**src/rtl/uart_bus_slave_pkg.sv**
```systemverilog
// ---------------------------------------------------------------------------
// uart_bus_slave_pkg
// Shared definitions for the memory-mapped UART: register offsets relative to
// the block base address, CON register bit positions, the FSM state encoding
// used by both the TX and RX paths, and a helper for word-address decoding.
// ---------------------------------------------------------------------------
package uart_bus_slave_pkg;

    // Register byte offsets from BASE_ADDR
    localparam logic [31:0] REG_TXD_OFF = 32'h0;
    localparam logic [31:0] REG_RXD_OFF = 32'h4;
    localparam logic [31:0] REG_CON_OFF = 32'h8;

    // CON register bit positions
    localparam int CON_TX_IE     = 0;
    localparam int CON_RX_IE     = 1;
    localparam int CON_TX_DONE   = 2;
    localparam int CON_RX_VALID  = 3;
    localparam int CON_TX_BUSY   = 4;
    localparam int CON_FRAME_ERR = 5;
    localparam int CON_OVERRUN   = 6;

    // Serial FSM states, shared by transmitter and receiver
    typedef enum logic [1:0] {
        ST_IDLE  = 2'b00,
        ST_START = 2'b01,
        ST_DATA  = 2'b10,
        ST_STOP  = 2'b11
    } uart_state_e;

    // Word address (addr[31:2]) of a register; byte lanes are not decoded.
    function automatic logic [29:0] reg_word(input logic [31:0] base,
                                             input logic [31:0] off);
        logic [31:0] a;
        a = base + off;
        return a[31:2];
    endfunction

endpackage

```
**src/rtl/uart_bus_slave_if.sv**
```systemverilog
// ---------------------------------------------------------------------------
// uart_bus_slave_if
// CPU peripheral bus as seen by a bus target.
//   rd    : read strobe            (master -> slave)
//   wr    : write strobe           (master -> slave)
//   addr  : 32-bit byte address    (master -> slave)
//   wdata : 32-bit write data      (master -> slave)
//   rdata : 32-bit read data, combinational from the target (slave -> master)
// ---------------------------------------------------------------------------
interface uart_bus_slave_if;
    logic        rd;
    logic        wr;
    logic [31:0] addr;
    logic [31:0] wdata;
    logic [31:0] rdata;

    modport master (output rd, wr, addr, wdata, input  rdata);
    modport slave  (input  rd, wr, addr, wdata, output rdata);
endinterface

```
**src/rtl/uart_rx_core.sv**
```systemverilog
// ---------------------------------------------------------------------------
// uart_rx_core
// 8N1 serial receiver: two-flop synchroniser on the asynchronous input,
// start-bit glitch rejection at half a bit, mid-bit sampling, LSB first.
// Ports:
//   clk                : system clock
//   reset              : asynchronous active-low reset
//   rxd_i              : serial input, asynchronous to clk, idle high
//   rx_byte_o          : last correctly framed byte (held until next one)
//   rx_strobe_o        : 1-cycle pulse when rx_byte_o has been updated
//   frame_err_strobe_o : 1-cycle pulse when a stop bit sampled low
// ---------------------------------------------------------------------------
module uart_rx_core
    import uart_bus_slave_pkg::*;
#(
    parameter int unsigned CLKS_PER_BIT = 5208
) (
    input  logic       clk,
    input  logic       reset,
    input  logic       rxd_i,
    output logic [7:0] rx_byte_o,
    output logic       rx_strobe_o,
    output logic       frame_err_strobe_o
);

    localparam int unsigned CNT_W = $clog2(CLKS_PER_BIT);
    localparam logic [CNT_W-1:0] BIT_LAST  = CNT_W'(CLKS_PER_BIT - 1);
    localparam logic [CNT_W-1:0] HALF_LAST = CNT_W'(CLKS_PER_BIT / 2 - 1);

    logic [1:0]       sync_q;
    uart_state_e      state_q, state_d;
    logic [CNT_W-1:0] cnt_q, cnt_d;
    logic [2:0]       bit_q, bit_d;
    logic [7:0]       shift_q, shift_d;
    logic [7:0]       byte_q, byte_d;
    logic             strobe_q, strobe_d;
    logic             ferr_q, ferr_d;
    logic             rxd_s;

    assign rxd_s = sync_q[1];

    always_ff @(posedge clk or negedge reset) begin
        if (!reset) begin
            // Synchroniser resets to the idle line level so no false start.
            sync_q   <= 2'b11;
            state_q  <= ST_IDLE;
            cnt_q    <= '0;
            bit_q    <= '0;
            shift_q  <= '0;
            byte_q   <= '0;
            strobe_q <= 1'b0;
            ferr_q   <= 1'b0;
        end else begin
            sync_q   <= {sync_q[0], rxd_i};
            state_q  <= state_d;
            cnt_q    <= cnt_d;
            bit_q    <= bit_d;
            shift_q  <= shift_d;
            byte_q   <= byte_d;
            strobe_q <= strobe_d;
            ferr_q   <= ferr_d;
        end
    end

    always_comb begin
        state_d  = state_q;
        cnt_d    = cnt_q;
        bit_d    = bit_q;
        shift_d  = shift_q;
        byte_d   = byte_q;
        strobe_d = 1'b0;
        ferr_d   = 1'b0;
        case (state_q)
            ST_IDLE: begin
                if (!rxd_s) begin
                    state_d = ST_START;
                    cnt_d   = '0;
                end
            end
            ST_START: begin
                // Re-check at mid start bit; a high here was only a glitch.
                if (cnt_q == HALF_LAST) begin
                    cnt_d = '0;
                    bit_d = '0;
                    if (rxd_s) state_d = ST_IDLE;
                    else       state_d = ST_DATA;
                end else begin
                    cnt_d = cnt_q + CNT_W'(1);
                end
            end
            ST_DATA: begin
                if (cnt_q == BIT_LAST) begin
                    cnt_d   = '0;
                    shift_d = {rxd_s, shift_q[7:1]};
                    bit_d   = bit_q + 3'd1;
                    if (bit_q == 3'd7) state_d = ST_STOP;
                end else begin
                    cnt_d = cnt_q + CNT_W'(1);
                end
            end
            ST_STOP: begin
                if (cnt_q == BIT_LAST) begin
                    cnt_d   = '0;
                    state_d = ST_IDLE;
                    if (rxd_s) begin
                        byte_d   = shift_q;
                        strobe_d = 1'b1;
                    end else begin
                        ferr_d = 1'b1;
                    end
                end else begin
                    cnt_d = cnt_q + CNT_W'(1);
                end
            end
            default: state_d = ST_IDLE;
        endcase
    end

    assign rx_byte_o          = byte_q;
    assign rx_strobe_o        = strobe_q;
    assign frame_err_strobe_o = ferr_q;

endmodule

```
**src/rtl/uart_bus_slave.sv**
```systemverilog
// ---------------------------------------------------------------------------
// uart_bus_slave
// Memory-mapped 8N1 UART on the CPU peripheral bus. Registers:
//   BASE+0 TXD : write starts a frame when idle; read returns last byte sent
//   BASE+4 RXD : received byte; read clears rx_valid and overrun
//   BASE+8 CON : {overrun, frame_err, tx_busy, rx_valid, tx_done, rx_ie, tx_ie}
//                only [1:0] writable; read clears tx_done and frame_err
// Ports:
//   clk      : system clock
//   reset    : asynchronous active-low reset
//   bus      : peripheral bus target (rd/wr/addr/wdata in, rdata out)
//   uart_rxd : serial input, asynchronous
//   uart_txd : serial output, registered, idle high
//   irqout   : registered level interrupt
// ---------------------------------------------------------------------------
module uart_bus_slave
    import uart_bus_slave_pkg::*;
#(
    parameter int unsigned CLKS_PER_BIT = 5208,
    parameter logic [31:0] BASE_ADDR    = 32'h4000_0018
) (
    input  logic            clk,
    input  logic            reset,
    uart_bus_slave_if.slave bus,
    input  logic            uart_rxd,
    output logic            uart_txd,
    output logic            irqout
);

    localparam int unsigned CNT_W = $clog2(CLKS_PER_BIT);
    localparam logic [CNT_W-1:0] BIT_LAST = CNT_W'(CLKS_PER_BIT - 1);

    // Bus decode
    logic sel_txd, sel_rxd, sel_con;
    logic wr_txd, wr_con, rd_rxd, rd_con;

    assign sel_txd = (bus.addr[31:2] == reg_word(BASE_ADDR, REG_TXD_OFF));
    assign sel_rxd = (bus.addr[31:2] == reg_word(BASE_ADDR, REG_RXD_OFF));
    assign sel_con = (bus.addr[31:2] == reg_word(BASE_ADDR, REG_CON_OFF));
    assign wr_txd  = bus.wr & sel_txd;
    assign wr_con  = bus.wr & sel_con;
    assign rd_rxd  = bus.rd & sel_rxd;
    assign rd_con  = bus.rd & sel_con;

    wire unused_bus_bits = &{1'b0, bus.addr[1:0], bus.wdata[31:8]};

    // Transmitter state
    uart_state_e      tx_state_q, tx_state_d;
    logic [CNT_W-1:0] tx_cnt_q, tx_cnt_d;
    logic [2:0]       tx_bit_q, tx_bit_d;
    logic [7:0]       tx_shift_q, tx_shift_d;
    logic [7:0]       tx_byte_q, tx_byte_d;
    logic             txd_q, txd_d;
    logic             tx_finish;
    logic             tx_busy;

    // Status / control flags
    logic tx_done_q, tx_done_d;
    logic rx_valid_q, rx_valid_d;
    logic overrun_q, overrun_d;
    logic frame_err_q, frame_err_d;
    logic tx_ie_q, tx_ie_d;
    logic rx_ie_q, rx_ie_d;
    logic irq_q, irq_d;

    // Receiver
    logic [7:0] rx_byte;
    logic       rx_strobe;
    logic       frame_err_strobe;

    uart_rx_core #(
        .CLKS_PER_BIT(CLKS_PER_BIT)
    ) u_rx (
        .clk               (clk),
        .reset             (reset),
        .rxd_i             (uart_rxd),
        .rx_byte_o         (rx_byte),
        .rx_strobe_o       (rx_strobe),
        .frame_err_strobe_o(frame_err_strobe)
    );

    assign tx_busy = (tx_state_q != ST_IDLE);

    always_ff @(posedge clk or negedge reset) begin
        if (!reset) begin
            tx_state_q  <= ST_IDLE;
            tx_cnt_q    <= '0;
            tx_bit_q    <= '0;
            tx_shift_q  <= '0;
            tx_byte_q   <= '0;
            txd_q       <= 1'b1;
            tx_done_q   <= 1'b0;
            rx_valid_q  <= 1'b0;
            overrun_q   <= 1'b0;
            frame_err_q <= 1'b0;
            tx_ie_q     <= 1'b0;
            rx_ie_q     <= 1'b0;
            irq_q       <= 1'b0;
        end else begin
            tx_state_q  <= tx_state_d;
            tx_cnt_q    <= tx_cnt_d;
            tx_bit_q    <= tx_bit_d;
            tx_shift_q  <= tx_shift_d;
            tx_byte_q   <= tx_byte_d;
            txd_q       <= txd_d;
            tx_done_q   <= tx_done_d;
            rx_valid_q  <= rx_valid_d;
            overrun_q   <= overrun_d;
            frame_err_q <= frame_err_d;
            tx_ie_q     <= tx_ie_d;
            rx_ie_q     <= rx_ie_d;
            irq_q       <= irq_d;
        end
    end

    // TX FSM next state
    always_comb begin
        tx_state_d = tx_state_q;
        tx_cnt_d   = tx_cnt_q;
        tx_bit_d   = tx_bit_q;
        tx_shift_d = tx_shift_q;
        tx_byte_d  = tx_byte_q;
        tx_finish  = 1'b0;
        case (tx_state_q)
            ST_IDLE: begin
                // Writes while busy fall outside this branch and are dropped.
                if (wr_txd) begin
                    tx_state_d = ST_START;
                    tx_cnt_d   = '0;
                    tx_shift_d = bus.wdata[7:0];
                    tx_byte_d  = bus.wdata[7:0];
                end
            end
            ST_START: begin
                if (tx_cnt_q == BIT_LAST) begin
                    tx_state_d = ST_DATA;
                    tx_cnt_d   = '0;
                    tx_bit_d   = '0;
                end else begin
                    tx_cnt_d = tx_cnt_q + CNT_W'(1);
                end
            end
            ST_DATA: begin
                if (tx_cnt_q == BIT_LAST) begin
                    tx_cnt_d   = '0;
                    tx_shift_d = {1'b0, tx_shift_q[7:1]};
                    tx_bit_d   = tx_bit_q + 3'd1;
                    if (tx_bit_q == 3'd7) tx_state_d = ST_STOP;
                end else begin
                    tx_cnt_d = tx_cnt_q + CNT_W'(1);
                end
            end
            ST_STOP: begin
                if (tx_cnt_q == BIT_LAST) begin
                    tx_state_d = ST_IDLE;
                    tx_cnt_d   = '0;
                    tx_finish  = 1'b1;
                end else begin
                    tx_cnt_d = tx_cnt_q + CNT_W'(1);
                end
            end
            default: tx_state_d = ST_IDLE;
        endcase

        // Line level is decoded from the next state so it lands in the same
        // cycle the FSM enters that state.
        case (tx_state_d)
            ST_START: txd_d = 1'b0;
            ST_DATA:  txd_d = tx_shift_d[0];
            default:  txd_d = 1'b1;
        endcase
    end

    // Flag updates: read-clears first, then event sets so a set on the same
    // edge wins.
    always_comb begin
        tx_done_d   = tx_done_q;
        rx_valid_d  = rx_valid_q;
        overrun_d   = overrun_q;
        frame_err_d = frame_err_q;
        tx_ie_d     = tx_ie_q;
        rx_ie_d     = rx_ie_q;

        if (rd_con) begin
            tx_done_d   = 1'b0;
            frame_err_d = 1'b0;
        end
        if (rd_rxd) begin
            rx_valid_d = 1'b0;
            overrun_d  = 1'b0;
        end
        if (tx_finish)        tx_done_d   = 1'b1;
        if (frame_err_strobe) frame_err_d = 1'b1;
        if (rx_strobe) begin
            rx_valid_d = 1'b1;
            // The old byte is only lost if the CPU is not reading it now.
            if (rx_valid_q && !rd_rxd) overrun_d = 1'b1;
        end
        if (wr_con) begin
            tx_ie_d = bus.wdata[CON_TX_IE];
            rx_ie_d = bus.wdata[CON_RX_IE];
        end

        irq_d = (tx_ie_q & tx_done_q) | (rx_ie_q & rx_valid_q);
    end

    // Read mux
    logic [31:0] con_word;
    logic [31:0] rdata_mux;

    always_comb begin
        con_word                = '0;
        con_word[CON_TX_IE]     = tx_ie_q;
        con_word[CON_RX_IE]     = rx_ie_q;
        con_word[CON_TX_DONE]   = tx_done_q;
        con_word[CON_RX_VALID]  = rx_valid_q;
        con_word[CON_TX_BUSY]   = tx_busy;
        con_word[CON_FRAME_ERR] = frame_err_q;
        con_word[CON_OVERRUN]   = overrun_q;

        rdata_mux = '0;
        if (bus.rd) begin
            if (sel_txd)      rdata_mux = {24'b0, tx_byte_q};
            else if (sel_rxd) rdata_mux = {24'b0, rx_byte};
            else if (sel_con) rdata_mux = con_word;
        end
    end

    assign bus.rdata = rdata_mux;
    assign uart_txd  = txd_q;
    assign irqout    = irq_q;

endmodule

```
**src/flat_wrapper.sv**
```systemverilog
// flat-port wrapper written by rule: the top's interface ports become plain ports
module uart_bus_slave_flat import uart_bus_slave_pkg::*;
#(
    parameter int unsigned CLKS_PER_BIT = 5208,
    parameter logic [31:0] BASE_ADDR    = 32'h4000_0018
)
  (clk, reset, uart_rxd, uart_txd, irqout, bus_rd, bus_wr, bus_addr, bus_wdata, bus_rdata);
  uart_bus_slave_if bus_i ();
  input  logic clk;
  input  logic reset;
  input  logic uart_rxd;
  output logic uart_txd;
  output logic irqout;
  input wire logic [$bits(bus_i.rd)-1:0] bus_rd;
  input wire logic [$bits(bus_i.wr)-1:0] bus_wr;
  input wire logic [$bits(bus_i.addr)-1:0] bus_addr;
  input wire logic [$bits(bus_i.wdata)-1:0] bus_wdata;
  output wire logic [$bits(bus_i.rdata)-1:0] bus_rdata;
  assign bus_i.rd = bus_rd;
  assign bus_i.wr = bus_wr;
  assign bus_i.addr = bus_addr;
  assign bus_i.wdata = bus_wdata;
  assign bus_rdata = bus_i.rdata;
  uart_bus_slave #(.CLKS_PER_BIT(CLKS_PER_BIT), .BASE_ADDR(BASE_ADDR)) u_core (.clk(clk), .reset(reset), .bus(bus_i), .uart_rxd(uart_rxd), .uart_txd(uart_txd), .irqout(irqout));
endmodule
```
**config.mk**
```make
export PLATFORM = sky130hd
export DESIGN_NAME = uart_bus_slave_flat
export DESIGN_NICKNAME = d
export VERILOG_FILES = /design/src/rtl/uart_bus_slave_pkg.sv /design/src/rtl/uart_bus_slave_if.sv /design/src/rtl/uart_rx_core.sv /design/src/rtl/uart_bus_slave.sv /design/src/flat_wrapper.sv
export SDC_FILE = /design/constraint.sdc
export NUM_CORES = 1
export LEC_CHECK = 0
export ABC_AREA = 1
export CORE_MARGIN = 8
export CORE_UTILIZATION = 40
export CTS_CLUSTER_SIZE = 25
export DETAILED_ROUTE_END_ITERATION = 10
export GPL_TIMING_DRIVEN = 0
export PLACE_DENSITY = 0.76
export RECOVER_POWER = 25
export SLEW_MARGIN = 20
export SYNTH_ARGS = -nofsm -noshare
export SYNTH_HDL_FRONTEND = slang
export SYNTH_SLANG_ARGS = --single-unit
```
**constraint.sdc**
```tcl
create_clock -name clk -period 2.9 [get_ports clk]
set_input_delay 0.87 -clock clk [delete_from_list [all_inputs] [get_ports clk]]
set_output_delay 0.87 -clock clk [all_outputs]
set_load 0.02 [all_outputs]
```
# After elaboration in Yosys (flattened, before gate mapping)

Cells that the tools add are included.

Word-level logic and storage cells: 127
Flip-flop bits (word level): 80
Bits of input ports: 69

Add/sub/neg operators: 4
Equality and inequality tests: 24
Bitwise gates (word level): 7
Reductions and logical operators: 20
Mux-type cells: 50

Operators by type and width:

| operator                | count |
|---|---|
| $mux W32                | 3 |
| $eq A30 B29 Y1 const B  | 3 |
| $mux W13                | 5 |
| $pmux W13 S3            | 1 |
| $add A13 B1 Y13 const B | 2 |
| $eq A13 B13 Y1 const B  | 2 |
| $pmux W13 S2            | 1 |
| $mux W2                 | 11 |
| $mux W1                 | 16 |
| $mux W8                 | 2 |
| $pmux W2 S4             | 2 |
| $pmux W8 S2             | 1 |
| $reduce_bool A2 Y1      | 7 |
| $eq A13 B12 Y1 const B  | 1 |
| $mux W3                 | 4 |
| $pmux W3 S2             | 2 |
| $reduce_and A3 Y1       | 4 |
| $eq A2 B2 Y1 const B    | 5 |
| $ne A2 B2 Y1 const B    | 5 |
| $mux W7                 | 1 |
| $add A3 B1 Y3 const B   | 2 |
| $and A1 B1 Y1           | 6 |
| $eq A2 B1 Y1 const B    | 3 |
| $eq A3 B3 Y1 const B    | 2 |
| 10 further kinds        | 14 |

# Logic depth before layout (Yosys ltp)

Gate-level depths: netlist of run 1.

Depth after elaboration: 6
Mapped depth: 12
Depth with buffers taken out: 12

# By module

A second synthesis of run 1 with hierarchy kept.

Cells, all modules: 588
Area total of the unflattened synthesis: 4608.2 um^2

By module, submodules not included:

| module         | area an instance (um^2) | cells an instance | sequential area each (um^2) | instances |
|---|---|---|---|---|
| uart_bus_slave | 2698.8                  | 369               | 1052.3                      | 1 |
| uart_rx_core   | 1909.3                  | 219               | 953.4                       | 1 |

# Worst setup path before layout of run 1

No wires, ideal clock.

Path kind: input to output
From: input bus_addr[9]
To: output bus_rdata[7]
Data required time: 2.030 ns
Setup slack: 0.001 ns
Arrival: 2.029 ns
Stages on the path: 7
Cell sequence: nor2_1 nand2_1 nor4_4 nand2_1 inv_2 nand2_1 a21oi_1

Cells in the longest elaborated chain, start to end: 4
Elaborated cells between the ends (all ways): 5

Ends and longest elaborated chain:

| item               | line                  | text |
|---|---|---|
| start: declaration | flat_wrapper.sv:16    | `input wire logic [$bits(bus_i.addr)-1:0] bus_addr;` |
| $eq A30 B29 Y1     | uart_bus_slave.sv:38  | `assign sel_rxd = (bus.addr[31:2] == reg_word(BASE_ADDR, REG_RXD_OFF));` |
| $mux W32           | uart_bus_slave.sv:224 | `else if (sel_rxd) rdata_mux = {24'b0, rx_byte};` |
| $mux W32 *         | uart_bus_slave.sv:223 | `if (sel_txd) rdata_mux = {24'b0, tx_byte_q};` |
| $mux W32 *         | uart_bus_slave.sv:222 | `if (bus.rd) begin` |
| end: declaration   | flat_wrapper.sv:18    | `output wire logic [$bits(bus_i.rdata)-1:0] bus_rdata;` |

Mark *: on every way between the ends. The rest lies on a longest branch, timed or not.

# Worst setup path after layout of run 1

From: input bus_addr[27]
To: output bus_rdata[6]

Cells in the longest elaborated chain, start to end: 5
Elaborated cells between the ends (all ways): 7

Ends and longest elaborated chain:

| item           | line                  | text |
|---|---|---|
| $eq A30 B29 Y1 | uart_bus_slave.sv:39  | `assign sel_con = (bus.addr[31:2] == reg_word(BASE_ADDR, REG_CON_OFF));` |
| $mux W7        | uart_bus_slave.sv:225 | `else if (sel_con) rdata_mux = con_word;` |
| $mux W32       | uart_bus_slave.sv:224 |  |
| $mux W32 *     | uart_bus_slave.sv:223 |  |
| $mux W32 *     | uart_bus_slave.sv:222 |  |

Marked as above.

==> results of run 1 <==
[logic make-up after synthesis]
family | after synthesis | synth area share (%)
buffers and inverters | 117 | 12.2
XOR/XNOR | 10 | 1.98
flip-flops | 80 | 45.3
AND/OR/NAND/NOR | 273 | 27.0
other | 1 | 0.0847
multiplexers | 1 | 0.254
AO/OA/AOI/OAI | 84 | 11.5
adder cells (fa/ha/maj) | 6 | 1.70
[report_power, final]
part / total [W] / switching, W / leakage, nW / internal (W)
Sequential: 0.00112 / 0.00000128 / 1.03 / 0.00112
Combinational: 0.000175 / 0.0000913 / 1.85 / 0.0000833
Clock: 0.000922 / 0.000430 / 0.106 / 0.000492
Total: 0.00221 / 0.000522 / 2.98 / 0.00169
[sequential cells by signal (all words and copies together) (netlist names), named ones only]
| signal | count |
|---|---|
| u_core.tx_bit_q | 3 |
| u_core.tx_ie_q | 1 |
| u_core.frame_err_q | 1 |
| u_core.tx_state_q | 2 |
| u_core.tx_cnt_q | 13 |
| u_core.rx_valid_q | 1 |
| u_core.u_rx.shift_q | 8 |
| u_core.tx_done_q | 1 |
| u_core.u_rx.bit_q | 3 |
| u_core.tx_shift_q | 8 |
| u_core.irqout | 1 |
| u_core.tx_byte_q | 8 |
| u_core.u_rx.frame_err_strobe_o | 1 |
| u_core.u_rx.rx_byte_o | 8 |
| u_core.u_rx.rx_strobe_o | 1 |
| u_core.uart_txd | 1 |
| u_core.u_rx.state_q | 1 |
| u_core.u_rx.sync_q | 2 |
| u_core.overrun_q | 1 |
| u_core.u_rx.cnt_q | 13 |
| u_core.rx_ie_q | 1 |
[layout make-up]
type	instances	area [um2]
flip-flops and latches	80	2010
clock buffers	9	124
repair buffers	78	684
plain buffers	29	223
inverters	88	338
clock inverters	7	101
fillers	970	5020
multi-input cells	398	2170
well taps	140	175
[placed cells by master, fill, tap and decap left out, drive strengths merged]
cell type	netlist	layout
dfrtp	77	77
nand3	31	31
nor3b	1	1
nand4	9	9
nor2	51	51
nor4	7	7
clkinvlp	0	2
or2	1	1
o21bai	8	8
mux2	1	1
dfstp	3	3
clkinv	0	2
o31ai	1	1
a21oi	9	9
clkbuf	1	12
dlygate4sd3	0	1
nand2	158	158
xor2	10	10
inv	88	89
a22o	2	2
and2	1	1
o22ai	12	12
buf	28	91
bufinv	0	2
ha	6	6
nor3	14	14
clkdlybuf4s50	0	12
o211ai	4	4
o21ai	46	46
o32ai	2	2
conb	1	24
[final timing paths]
kind                       slack [ns]                          endpoint                            start  depth (start not counted)
max reg2reg                      1.06         u_core.uart_txd$_DFF_PN1_   u_core.tx_cnt_q[0]$_DFFE_PN0P_                         11
max in group asynchronous        0.51  u_core.tx_shift_q[7]$_DFFE_PN0P_                            reset                          2
max                             -0.08                      bus_rdata[6]                     bus_addr[27]                         12
min in group asynchronous        0.84    u_core.tx_cnt_q[0]$_DFFE_PN0P_                            reset                          1
min                              0.36   u_core.u_rx.sync_q[1]$_DFF_PN1_  u_core.u_rx.sync_q[0]$_DFF_PN1_                          0
min reg2reg                      0.36   u_core.u_rx.sync_q[1]$_DFF_PN1_  u_core.u_rx.sync_q[0]$_DFF_PN1_                          0
[timing repair]
item,4_1_cts,5_1_grt
endpoints found under the setup margin,8,20
hold buffers,0,0
gates resized for setup,202,38
pin swaps,34,18
setup buffers,22,1
gates cloned,1,1
[metrics by stage]
step                hold slack (ns)  std cells  setup slack [ns]  power (W)
floorplan                     0.345        595           0.00136    0.00121
global placement              0.348        787             -1.77    0.00130
detailed placement            0.351        788             -1.12    0.00130
CTS                           0.362        827           -0.0701    0.00223
global route                  0.363        829            -0.179    0.00230
finish                        0.360        829           -0.0764    0.00221
[layer usage]
metal | vias to the layer above | global-route usage (%)
met5 | - | 0
met4 | 0 | 3.86
met3 | 10 | 4.70
met2 | 125 | 24.8
met1 | 1962 | 18.9
li1 | 2014 | -
==> reports/qor.log, run 1 <==
[status] status complete, but fails checks
[status] violations in the final reports negative setup slack
[clock_tree] CTS tree yes
[sta] setup repair after global routing missed its margin yes
[cells_and_area] cell area after layout 0.00582 mm2
[detailed_routing] first-iteration detailed-routing DRC count 207
[detailed_routing] number of vias per cell 4.96
[placed_design] number of input and output port buffers inserted 52
[global_route] initial antenna violation count 0
[die] Initial Util 40.8%
[die] Die Height 121 um
[detailed_routing] drt pass-1 iters 5
[setup_path] critical path cell sequence buf_6, nor2_4, nand2_2, nor2_2, nand2_2, nor2_4, inv_4, buf_6, o21ai_2, o21bai_1, inv_1, buf_6
[cells_and_area] layout cell share with drive strength beyond 1 28.0%
[sta] transition at the pin with the smallest max-transition slack 1.47 ns
[setup_path] Worst path top cell family by delay simple AND/OR/NAND/NOR gates
[setup_path] crit-path max cell delay 0.15 ns
[logic_synthesis] count of warnings emitted by yosys 0
[worst_hold_path] type of the tightest min-delay check reg2reg
[logic_synthesis] count of distinct cell types in the synthesized netlist 38
[logic_synthesis] leading cell types by total area after synthesis dfrtp_1 (44%), nand2_1 (13%), inv_1 (6.6%)
[detailed_routing] Post-route DRC 0
[sta] final setup violation count 19
[setup_path] Worst Setup Start Kind primary input
[global_route] first-pass GRT wire length 18.3 mm
[pwr] reported leakage power 2.98 nW
[logic_synthesis] leading cell types by count after synthesis nand2_1 (156), inv_1 (78), dfrtp_1 (77)
[global_route] pin count of the biggest net entering global routing 55
[global_route] Global Route Usage Sum 15.1%
[die] std cell rows 38
[detailed_routing] Via Count 4111
[setup_path] crit-path most repeated cell buf_6
[global_route] remaining global-route overflow 0
[die] Core Area 0.0108 mm2
[placed_design] global placement routability congestion 0.857
[die] die area 0.0147 mm2
[cells_and_area] Core Util, Final 53.7%
[sta] shortest period the worst path allows 2.98 ns
[sta] slack of the critical path -0.0764 ns
[clock_tree] Inserted Clock Buffers 9
[logic_synthesis] Yosys top cell area share 43.5%
[sta] Worst slew margin 2.08%
[clock_tree] Clock H-tree levels 3
[logic_synthesis] library cell with the highest instance count after synthesis nand2_1
[job] reported max-cap violation count 0
[detailed_routing] Post-DRT Antenna Nets 0
[die] number of top-level design ports 103
[detailed_routing] total met3 wirelength after detailed routing 799 um
[logic_synthesis] number of enable flip-flop cells after synthesis 0
[setup_path] WP data required 2.03 ns
[sta] fmax 336 MHz
[clock_tree] Skew-Pair Late Insertion Delay 0.36 ns
[detailed_routing] met2 wire length 5.40 mm
[logic_synthesis] cell area after technology mapping 0.00443 mm2
[detailed_routing] total routed wire length on the met1 layer 4.88 mm
[sta] number of hold-slack violations in the final timing report 0
[logic_synthesis] number of flip-flops and latches in the synthesized netlist 80
[cells_and_area] nets 759
[cells_and_area] Syn-to-layout area delta 31.4%
[pwr] worst supply voltage drop on vdd 270 uV
[logic_synthesis] gate count after technology mapping 572
[die] Die Span X 121 um
[pwr] power density over the cells 381 mW/mm2
[setup_path] slowest stage cell, crit path nor2_4
[global_route] vias in the first global route 3988
[setup_path] Crit path arrival time 2.11 ns
[clock_tree] root buffer selected by CTS clkbuf_8
[detailed_routing] Top Layer Used met4
[logic_synthesis] ys async rst share 100%
[sta] setup TNS -0.776 ns
[logic_synthesis] cell type contributing the most total cell area after synthesis dfrtp_1
[setup_path] Worst Path Buf+Inv 5
[setup_path] Setup CP Type in2out
[setup_path] element type at the critical path end primary output
[setup_path] Crit Path Max Fanout 8
[sta] final cycle utilization of the critical path 103%
[clock_tree] clk sink count 80
[detailed_routing] total wire length after detailed routing 11.2 mm
[logic_synthesis] most used flip-flop cell after synthesis dfrtp_1
[cells_and_area] Ant. Diodes 0
[logic_synthesis] Mean Syn Cell Area 7.74 um2
[sta] Fin Clk Skew 0.0209 ns
[sta] total count of max-transition violations in the final report 0
[placed_design] sum of net half-perimeters after detailed placement 7.97 mm
[clock_tree] CTS clock-pin slew for the worst setup and hold paths 0.07 ns
[placed_design] standard cell area after detailed placement 0.00524 mm2
[clock_tree] Clock Path Buffers 2
[detailed_routing] detail-routed net length per standard cell 13.5 um
[logic_synthesis] proportion of synthesized chip area in sequential cells 45.3%
No activity file was read; power rests on OpenSTA's default activity.
==> inputs of run 2 (changes only) <==
--- a/config.mk
+++ b/config.mk
@@ -8,12 +8,12 @@
 export ABC_AREA = 1
 export CORE_MARGIN = 8
 export CORE_UTILIZATION = 40
-export CTS_CLUSTER_SIZE = 25
+export CTS_CLUSTER_SIZE = 28
 export DETAILED_ROUTE_END_ITERATION = 10
 export GPL_TIMING_DRIVEN = 0
 export PLACE_DENSITY = 0.76
 export RECOVER_POWER = 25
-export SLEW_MARGIN = 20
+export SLEW_MARGIN = 40
 export SYNTH_ARGS = -nofsm -noshare
 export SYNTH_HDL_FRONTEND = slang
 export SYNTH_SLANG_ARGS = --single-unit
==> reports/qor.log, run 2 (synthesis gave the netlist of run 1 again) <==
[placed_design] sum of net half-perimeters after detailed placement 7.97 mm [about the same]
[global_route] remaining global-route overflow 0 [unchanged]
[detailed_routing] Via Count 3900 [was 4111]
[die] Die Height 121 um [unchanged]
[die] Die Span X 121 um [unchanged]
[cells_and_area] most common cell after layout, fill and taps aside nand2_1 [unchanged]
[detailed_routing] first-iteration detailed-routing DRC count 234 [was 207]
[clock_tree] Inserted Clock Buffers 9 [unchanged]
[die] die area 0.0147 mm2 [unchanged]
[pwr] power density over the cells 380 mW/mm2 [was 381 mW/mm2]
[sta] final setup violation count 8 [was 19]
[sta] number of hold-slack violations in the final timing report 0 [unchanged]
[sta] Worst slew margin 1.99% [was 2.08%]
[die] Core Area 0.0108 mm2 [unchanged]
[clock_tree] CTS hold repair buffers 0 [unchanged]
[die] std cell rows 38 [unchanged]
[clock_tree] Clock H-tree levels 3 [unchanged]
[detailed_routing] Post-DRT Antenna Nets 0 [unchanged]
[setup_path] Worst Setup Start Kind primary input [unchanged]
[status] violations in the final reports negative setup slack [unchanged]
[sta] final cycle utilization of the critical path 103% [about the same]
[sta] setup repair after global routing missed its margin yes [unchanged]
[sta] slack of the critical path -0.0991 ns [was -0.0764 ns]
[die] Initial Util 40.8% [unchanged]
[sta] shortest period the worst path allows 3.00 ns [was 2.98 ns]
[sta] total count of max-transition violations in the final report 0 [unchanged]
[cells_and_area] Ant. Diodes 0 [unchanged]
[pwr] share of total power consumed by net switching 24.5% [was 23.6%]
[clock_tree] root buffer selected by CTS clkbuf_8 [unchanged]
[detailed_routing] detail-routed net length per standard cell 12.9 um [was 13.5 um]
[cells_and_area] nets 741 [was 759]
[pwr] final total power 0.00212 W [was 0.00221 W]
[pwr] cell internal power dissipation 0.00160 W [was 0.00169 W]
[detailed_routing] number of vias per cell 4.81 [was 4.96]
[sta] fmax 333 MHz [was 336 MHz]
[clock_tree] Clock Path Buffers 2 [unchanged]
[clock_tree] CTS tree yes [unchanged]
[clock_tree] clk sink count 80 [unchanged]
[placed_design] global placement routability congestion 0.857 [unchanged]
[cells_and_area] Syn-to-layout area delta 25.7% [was 31.4%]
[pwr] reported leakage power 2.88 nW [was 2.98 nW]
[cells_and_area] post-route non-filler standard cell count 811 [was 829]
[die] number of top-level design ports 103 [unchanged]
[worst_hold_path] launch point of the worst hold path u_core.u_rx.sync_q[0]$_DFF_PN1_ [unchanged]
[worst_hold_path] type of the tightest min-delay check reg2reg [unchanged]
[global_route] vias in the first global route 3902 [was 3988]
[detailed_routing] Post-route DRC 0 [unchanged]
[placed_design] pre-CTS setup slack -1.11 ns [was -1.12 ns]
[cells_and_area] largest registers ranked by flip-flop count u_core.tx_cnt_q: 13 flops, u_core.u_rx.cnt_q: 13 flops [unchanged]
[global_route] initial antenna violation count 0 [unchanged]
[pwr] Sw Pwr 0.000519 W [was 0.000522 W]
[setup_path] total stage count of the critical path 11 [was 12]
[setup_path] Setup crit start bus_addr[27] [unchanged]
[sta] setup TNS -0.486 ns [was -0.776 ns]
[setup_path] reg2reg start u_core.tx_cnt_q[0]$_DFFE_PN0P_ [unchanged]
[cells_and_area] layout cell share with drive strength beyond 1 23.4% [was 28.0%]
[sta] transition at the pin with the smallest max-transition slack 1.47 ns [about the same]
[setup_path] Setup CP Type in2out [unchanged]
[pwr] clock power share 39.3% [was 41.6%]
[setup_path] Worst Path Buf+Inv 4 [was 5]
[clock_tree] Skew-Pair Late Insertion Delay 0.36 ns [about the same]
[worst_hold_path] hold path cells 0 [unchanged]
[pwr] sequential fraction of design power 52.8% [was 50.5%]
[pwr] portion of total power attributed to combinational logic 7.9% [about the same]
[pwr] worst supply voltage drop on vdd 286 uV [was 270 uV]
[global_route] pin count of the biggest net entering global routing 55 [unchanged]
[status] status complete, but fails checks [unchanged]
[setup_path] Crit path arrival time 2.13 ns [was 2.11 ns]
[setup_path] Worst path top cell family by delay simple AND/OR/NAND/NOR gates [unchanged]
[setup_path] crit-path max cell delay 0.22 ns [was 0.15 ns]
[placed_design] number of input and output port buffers inserted 52 [unchanged]
[cells_and_area] most frequent cells in the layout nand2_1 (145), dfrtp_1 (77), inv_1 (76) [was nand2_1 (142), dfrtp_1 (77), inv_1 (75)]
[clock_tree] CTS clock-pin slew for the worst setup and hold paths 0.07 ns [about the same]
[placed_design] number of placed instances, taps included 788 [unchanged]
[setup_path] Crit Path Max Fanout 8 [unchanged]
[global_route] first-pass GRT wire length 17.6 mm [was 18.3 mm]
[setup_path] critical path cell sequence buf_6, nor2_4, nand2_2, nor2_2, nand2_2, nor2_4, inv_4, o21ai_0, o21bai_1, inv_1, buf_6 [was buf_6, nor2_4, nand2_2, nor2_2, nand2_2, nor2_4, inv_4, buf_6, o21ai_2, o21bai_1, inv_1, buf_6]
[detailed_routing] total wire length after detailed routing 10.5 mm [was 11.2 mm]
[setup_path] slowest stage cell, crit path o21ai_0 [was nor2_4]
[sta] Fin Clk Skew 0.0149 ns [was 0.0209 ns]
[setup_path] element type at the critical path end primary output [unchanged]
[setup_path] WP data required 2.03 ns [about the same]
[setup_path] path depth of the worst reg2reg path 11 [unchanged]
[job] reported max-cap violation count 0 [unchanged]
[global_route] Global Route Usage Sum 14.5% [was 15.1%]
[detailed_routing] drt pass-1 iters 4 [was 5]
[run 2: layer usage]
metal | global-route usage, % | part of all wire (%) | up-vias
li1 | - | - | 1976
met3 | 3.72 | 7.5 | 13
met2 | 23.9 | 46 | 114
met5 | 0 | 0 | -
met4 | 4.32 | 1.3 | 0
met1 | 18.3 | 45 | 1797
[run 2: worst reg2reg max path, stage by stage (launching register included)]
cell and delay [ns]:
dfrtp_1 0.41, ha_1 0.18, nand2_1 0.10, inv_1 0.09, nand2_1 0.08, nor2_1 0.18, nand4_1 0.21, nand2_1 0.19
inv_1 0.06, nor2_1 0.11, nand3_1 0.10, nand2_1 0.07
[run 2: cell type report]
class | count | area [um2]
Buffer | 29 | 216
Clock buffer | 9 | 124
Clock inverter | 7 | 78.8
Fill cell | 984 | 5270
Inverter | 88 | 338
Multi-Input combinational cell | 398 | 2100
Sequential cell | 80 | 2010
Tap cell | 140 | 175
Timing Repair Buffer | 60 | 528
[run 2: repair_timing]
action | 4_1_cts | 5_1_grt
cloned | 1 | 0
endpoints found under the setup margin | 8 | 8
resized for setup | 186 | 26
buffers inserted | 6 | 0
pin swaps | 34 | 19
[run 2: path summary, 6_finish.rpt]
kind                            slack [ns]                               end
worst max-delay path                  -0.1                      bus_rdata[3]
worst min-delay path                  0.36   u_core.u_rx.sync_q[1]$_DFF_PN1_
worst max register to register        1.06         u_core.uart_txd$_DFF_PN1_
worst min register to register        0.36   u_core.u_rx.sync_q[1]$_DFF_PN1_
max in group asynchronous             0.49  u_core.u_rx.cnt_q[4]$_DFFE_PN0P_
min in group asynchronous             0.84    u_core.tx_cnt_q[0]$_DFFE_PN0P_
[run 2: metrics by stage]
stage               instance area, um2  util [%]  hold WS (ns)
global route                      5570      51.4         0.367
detailed placement                5240      48.3         0.354
finish                            5570      51.4         0.362
floorplan                         4510         -         0.345
CTS                               5510      50.8         0.359
global placement                  5210      48.1         0.348
[run 2: power groups by stage]
| stage | Combinational [W] | Clock (W) | Sequential [W] |
|---|---|---|---|
| 2_1_floorplan | 0.0000702 | 0 | 0.00114 |
| 3_3_place_gp | 0.000155 | 0 | 0.00114 |
| 3_5_place_dp | 0.000163 | 0 | 0.00114 |
| 4_1_cts | 0.000160 | 0.000855 | 0.00112 |
| 5_1_grt | 0.000183 | 0.000896 | 0.00112 |
| 6_report | 0.000166 | 0.000832 | 0.00112 |
==> inputs of run 3 (changes only) <==
--- a/config.mk
+++ b/config.mk
@@ -13,6 +13,7 @@
 export GPL_TIMING_DRIVEN = 0
 export PLACE_DENSITY = 0.76
 export RECOVER_POWER = 25
+export SKIP_CTS_REPAIR_TIMING = 1
 export SLEW_MARGIN = 40
 export SYNTH_ARGS = -nofsm -noshare
 export SYNTH_HDL_FRONTEND = slang
==> constraint.sdc (replaced) <==
create_clock -name clk -period 2.9 [get_ports clk]
set_input_delay 0.87 -clock clk [delete_from_list [all_inputs] [get_ports clk]]
set_output_delay 0.87 -clock clk [all_outputs]
set_load 0.01 [all_outputs]
==> reports/qor.log, run 3 (synthesis gave the netlist of run 1 again) <==
[status] status complete, but fails checks [unchanged]
[status] violations in the final reports negative setup slack [unchanged]
[cells_and_area] layout cell share with drive strength beyond 1 23.8% [was 23.4%]
[clock_tree] Clock H-tree levels 3 [unchanged]
[clock_tree] CTS clock-pin slew for the worst setup and hold paths 0.07 ns [about the same]
[setup_path] Crit Path Max Fanout 8 [unchanged]
[placed_design] sum of net half-perimeters after detailed placement 7.97 mm [unchanged]
[global_route] initial antenna violation count 0 [unchanged]
[setup_path] critical path cell sequence clkbuf_2, nor2_4, nand2_2, nor2_2, nand2_2, nor2_4, nand2_2, nor3_1, o21bai_1, inv_1, clkbuf_2 [was buf_6, nor2_4, nand2_2, nor2_2, nand2_2, nor2_4, inv_4, o21ai_0, o21bai_1, inv_1, buf_6]
[clock_tree] CTS tree yes [unchanged]
[detailed_routing] detail-routed net length per standard cell 13.2 um [was 12.9 um]
[clock_tree] root buffer selected by CTS clkbuf_8 [unchanged]
[global_route] first-pass GRT wire length 17.1 mm [was 17.6 mm]
[pwr] reported leakage power 2.90 nW [was 2.88 nW]
[cells_and_area] Syn-to-layout area delta 25.5% [was 25.7%]
[die] Core Area 0.0108 mm2 [unchanged]
[setup_path] FF-to-FF setup slack 1.04 ns [was 1.06 ns]
[sta] fmax 324 MHz [was 333 MHz]
[detailed_routing] Post-route DRC 0 [unchanged]
[setup_path] Setup CP Type in2out [unchanged]
[clock_tree] Clock Path Buffers 2 [unchanged]
[sta] total count of max-transition violations in the final report 0 [unchanged]
[worst_hold_path] type of the tightest min-delay check reg2reg [unchanged]
[placed_design] number of input and output port buffers inserted 52 [unchanged]
[job] reported max-cap violation count 0 [unchanged]
[sta] shortest period the worst path allows 3.09 ns [was 3.00 ns]
[setup_path] slowest stage cell, crit path nor3_1 [was o21ai_0]
[cells_and_area] Ant. Diodes 0 [unchanged]
[clock_tree] clk sink count 80 [unchanged]
[cells_and_area] multi-input combinational cell area 0.00210 mm2 [about the same]
[clock_tree] Inserted Clock Buffers 9 [unchanged]
[sta] setup repair after global routing missed its margin yes [unchanged]
[global_route] remaining global-route overflow 0 [unchanged]
[cells_and_area] most frequent cells in the layout nand2_1 (142), dfrtp_1 (77), inv_1 (74) [was nand2_1 (145), dfrtp_1 (77), inv_1 (76)]
[cells_and_area] Register Area 0.00201 mm2 [unchanged]
[detailed_routing] Via Count 3958 [was 3900]
[setup_path] Critical R2R Capture u_core.uart_txd$_DFF_PN1_ [unchanged]
[die] Initial Util 40.8% [unchanged]
[setup_path] path depth of the worst reg2reg path 11 [unchanged]
[setup_path] WP data required 2.03 ns [about the same]
[detailed_routing] number of vias per cell 4.87 [was 4.81]
[sta] slack of the critical path -0.187 ns [was -0.0991 ns]
[setup_path] crit-path max cell delay 0.23 ns [was 0.22 ns]
[cells_and_area] fillers 986 [was 984]
[cells_and_area] nets 742 [was 741]
[sta] final setup violation count 8 [unchanged]
[die] Die Height 121 um [unchanged]
[setup_path] end of the critical path bus_rdata[5] [was bus_rdata[3]]
[cells_and_area] largest registers ranked by flip-flop count u_core.tx_cnt_q: 13 flops, u_core.u_rx.cnt_q: 13 flops [unchanged]
[setup_path] crit-path most repeated cell nand2_2
[die] Die Span X 121 um [unchanged]
[global_route] Global Route Usage Sum 14.1% [was 14.5%]
[setup_path] Worst path top cell family by delay simple AND/OR/NAND/NOR gates [unchanged]
[die] std cell rows 38 [unchanged]
[global_route] vias in the first global route 3807 [was 3902]
[setup_path] Setup crit start bus_addr[31] [was bus_addr[27]]
[global_route] pin count of the biggest net entering global routing 55 [unchanged]
[sta] Worst slew margin 1.20% [was 1.99%]
[sta] tightest hold margin 0.363 ns [was 0.362 ns]
[detailed_routing] drt pass-1 iters 4 [unchanged]
[pwr] power density over the cells 378 mW/mm2 [was 380 mW/mm2]
[detailed_routing] total wire length after detailed routing 10.7 mm [was 10.5 mm]
[pwr] worst supply voltage drop on vdd 286 uV [about the same]
[setup_path] Worst Setup Start Kind primary input [unchanged]
[sta] Fin Clk Skew 0.0160 ns [was 0.0149 ns]
[pwr] final total power 0.00210 W [was 0.00212 W]
[die] die area 0.0147 mm2 [unchanged]
[setup_path] total stage count of the critical path 11 [unchanged]
[clock_tree] Skew-Pair Late Insertion Delay 0.36 ns [about the same]
[cells_and_area] most common cell after layout, fill and taps aside nand2_1 [unchanged]
[sta] transition at the pin with the smallest max-transition slack 1.48 ns [was 1.47 ns]
[sta] final cycle utilization of the critical path 106% [was 103%]
[sta] number of hold-slack violations in the final timing report 0 [unchanged]
[die] number of top-level design ports 103 [unchanged]
[detailed_routing] first-iteration detailed-routing DRC count 251 [was 234]
[detailed_routing] Post-DRT Antenna Nets 0 [unchanged]
[setup_path] Crit path arrival time 2.22 ns [was 2.13 ns]
[setup_path] element type at the critical path end primary output [unchanged]
[setup_path] reg2reg start u_core.tx_cnt_q[0]$_DFFE_PN0P_ [unchanged]
[setup_path] Worst Path Buf+Inv 3 [was 4]
[placed_design] global placement routability congestion 0.857 [unchanged]
==> run 3: cell types whose count changed in the layout (fill, tap and decap cells not counted), moves of 3 or more <==
| cell | change |
|---|---|
| buf_6 | -9 |
| clkbuf_2 | +21 |
| nor2_1 | +3 |
| buf_2 | -14 |
| nand2_2 | +3 |
| nand2_1 | -3 |
| o21ai_0 | -3 |
==> run 3: cell type report <==
cell class / instances / share of cell area (%)
Buffer: 29 / 3.96
Clock buffer: 9 / 2.23
Clock inverter: 7 / 1.42
Inverter: 88 / 6.08
Multi-Input combinational cell: 398 / 37.8
Sequential cell: 80 / 36.1
Tap cell: 140 / 3.15
Timing Repair Buffer: 61 / 9.32
==> run 3: worst reg2reg max path: stages (launching register included) <==
cell,delay [ns]
dfrtp_1,0.41
ha_1,0.18
nand2_1,0.10
inv_1,0.09
nand2_1,0.08
nor2_1,0.18
nand4_1,0.23
nand2_1,0.20
inv_1,0.06
nor2_1,0.11
nand3_1,0.10
nand2_1,0.07
==> run 3: worst min path at each step <==
stage	from	to	slack, ns	cells past startpoint
floorplan	u_core.u_rx.sync_q[0]$_DFF_PN1_	u_core.u_rx.sync_q[1]$_DFF_PN1_	0.35	0
global placement	u_core.u_rx.sync_q[0]$_DFF_PN1_	u_core.u_rx.sync_q[1]$_DFF_PN1_	0.35	0
detailed placement	u_core.u_rx.sync_q[0]$_DFF_PN1_	u_core.u_rx.sync_q[1]$_DFF_PN1_	0.35	0
CTS	reset	u_core.tx_cnt_q[0]$_DFFE_PN0P_	0.36	1
global route	u_core.u_rx.sync_q[0]$_DFF_PN1_	u_core.u_rx.sync_q[1]$_DFF_PN1_	0.37	0
finish	u_core.u_rx.sync_q[0]$_DFF_PN1_	u_core.u_rx.sync_q[1]$_DFF_PN1_	0.36	0
==> run 3: routing by layer <==
layer / GRT usage [%] / part of all wire (%)
met5: 0 / 0
met4: 4.09 / 1.1
met3: 3.82 / 7.8
met2: 23.1 / 47
met1: 17.8 / 44
==> run 3: stage by stage <==
stage | cells | utilization [%] | setup TNS [ns] | worst slack, ns | cell area (um2)
after floorplan | 595 | - | 0 | 0.140 | 4510
after global placement | 787 | 48.1 | -146.65 | -1.77 | 5210
after detailed placement | 788 | 48.3 | -8.19 | -1.05 | 5240
after CTS | 804 | 50.2 | -8.21 | -1.06 | 5440
after global routing | 812 | 51.3 | -1.69 | -0.323 | 5560
final | 812 | 51.3 | -0.878 | -0.187 | 5560
==> run 3: power by group <==
part / switching [W] / total (W) / internal [W] / leakage [nW]
logic: 0.0000762 / 0.000147 / 0.0000706 / 1.77
registers: 0.00000133 / 0.00112 / 0.00112 / 1.03
clock network: 0.000431 / 0.000836 / 0.000405 / 0.0925
total: 0.000509 / 0.00210 / 0.00159 / 2.90
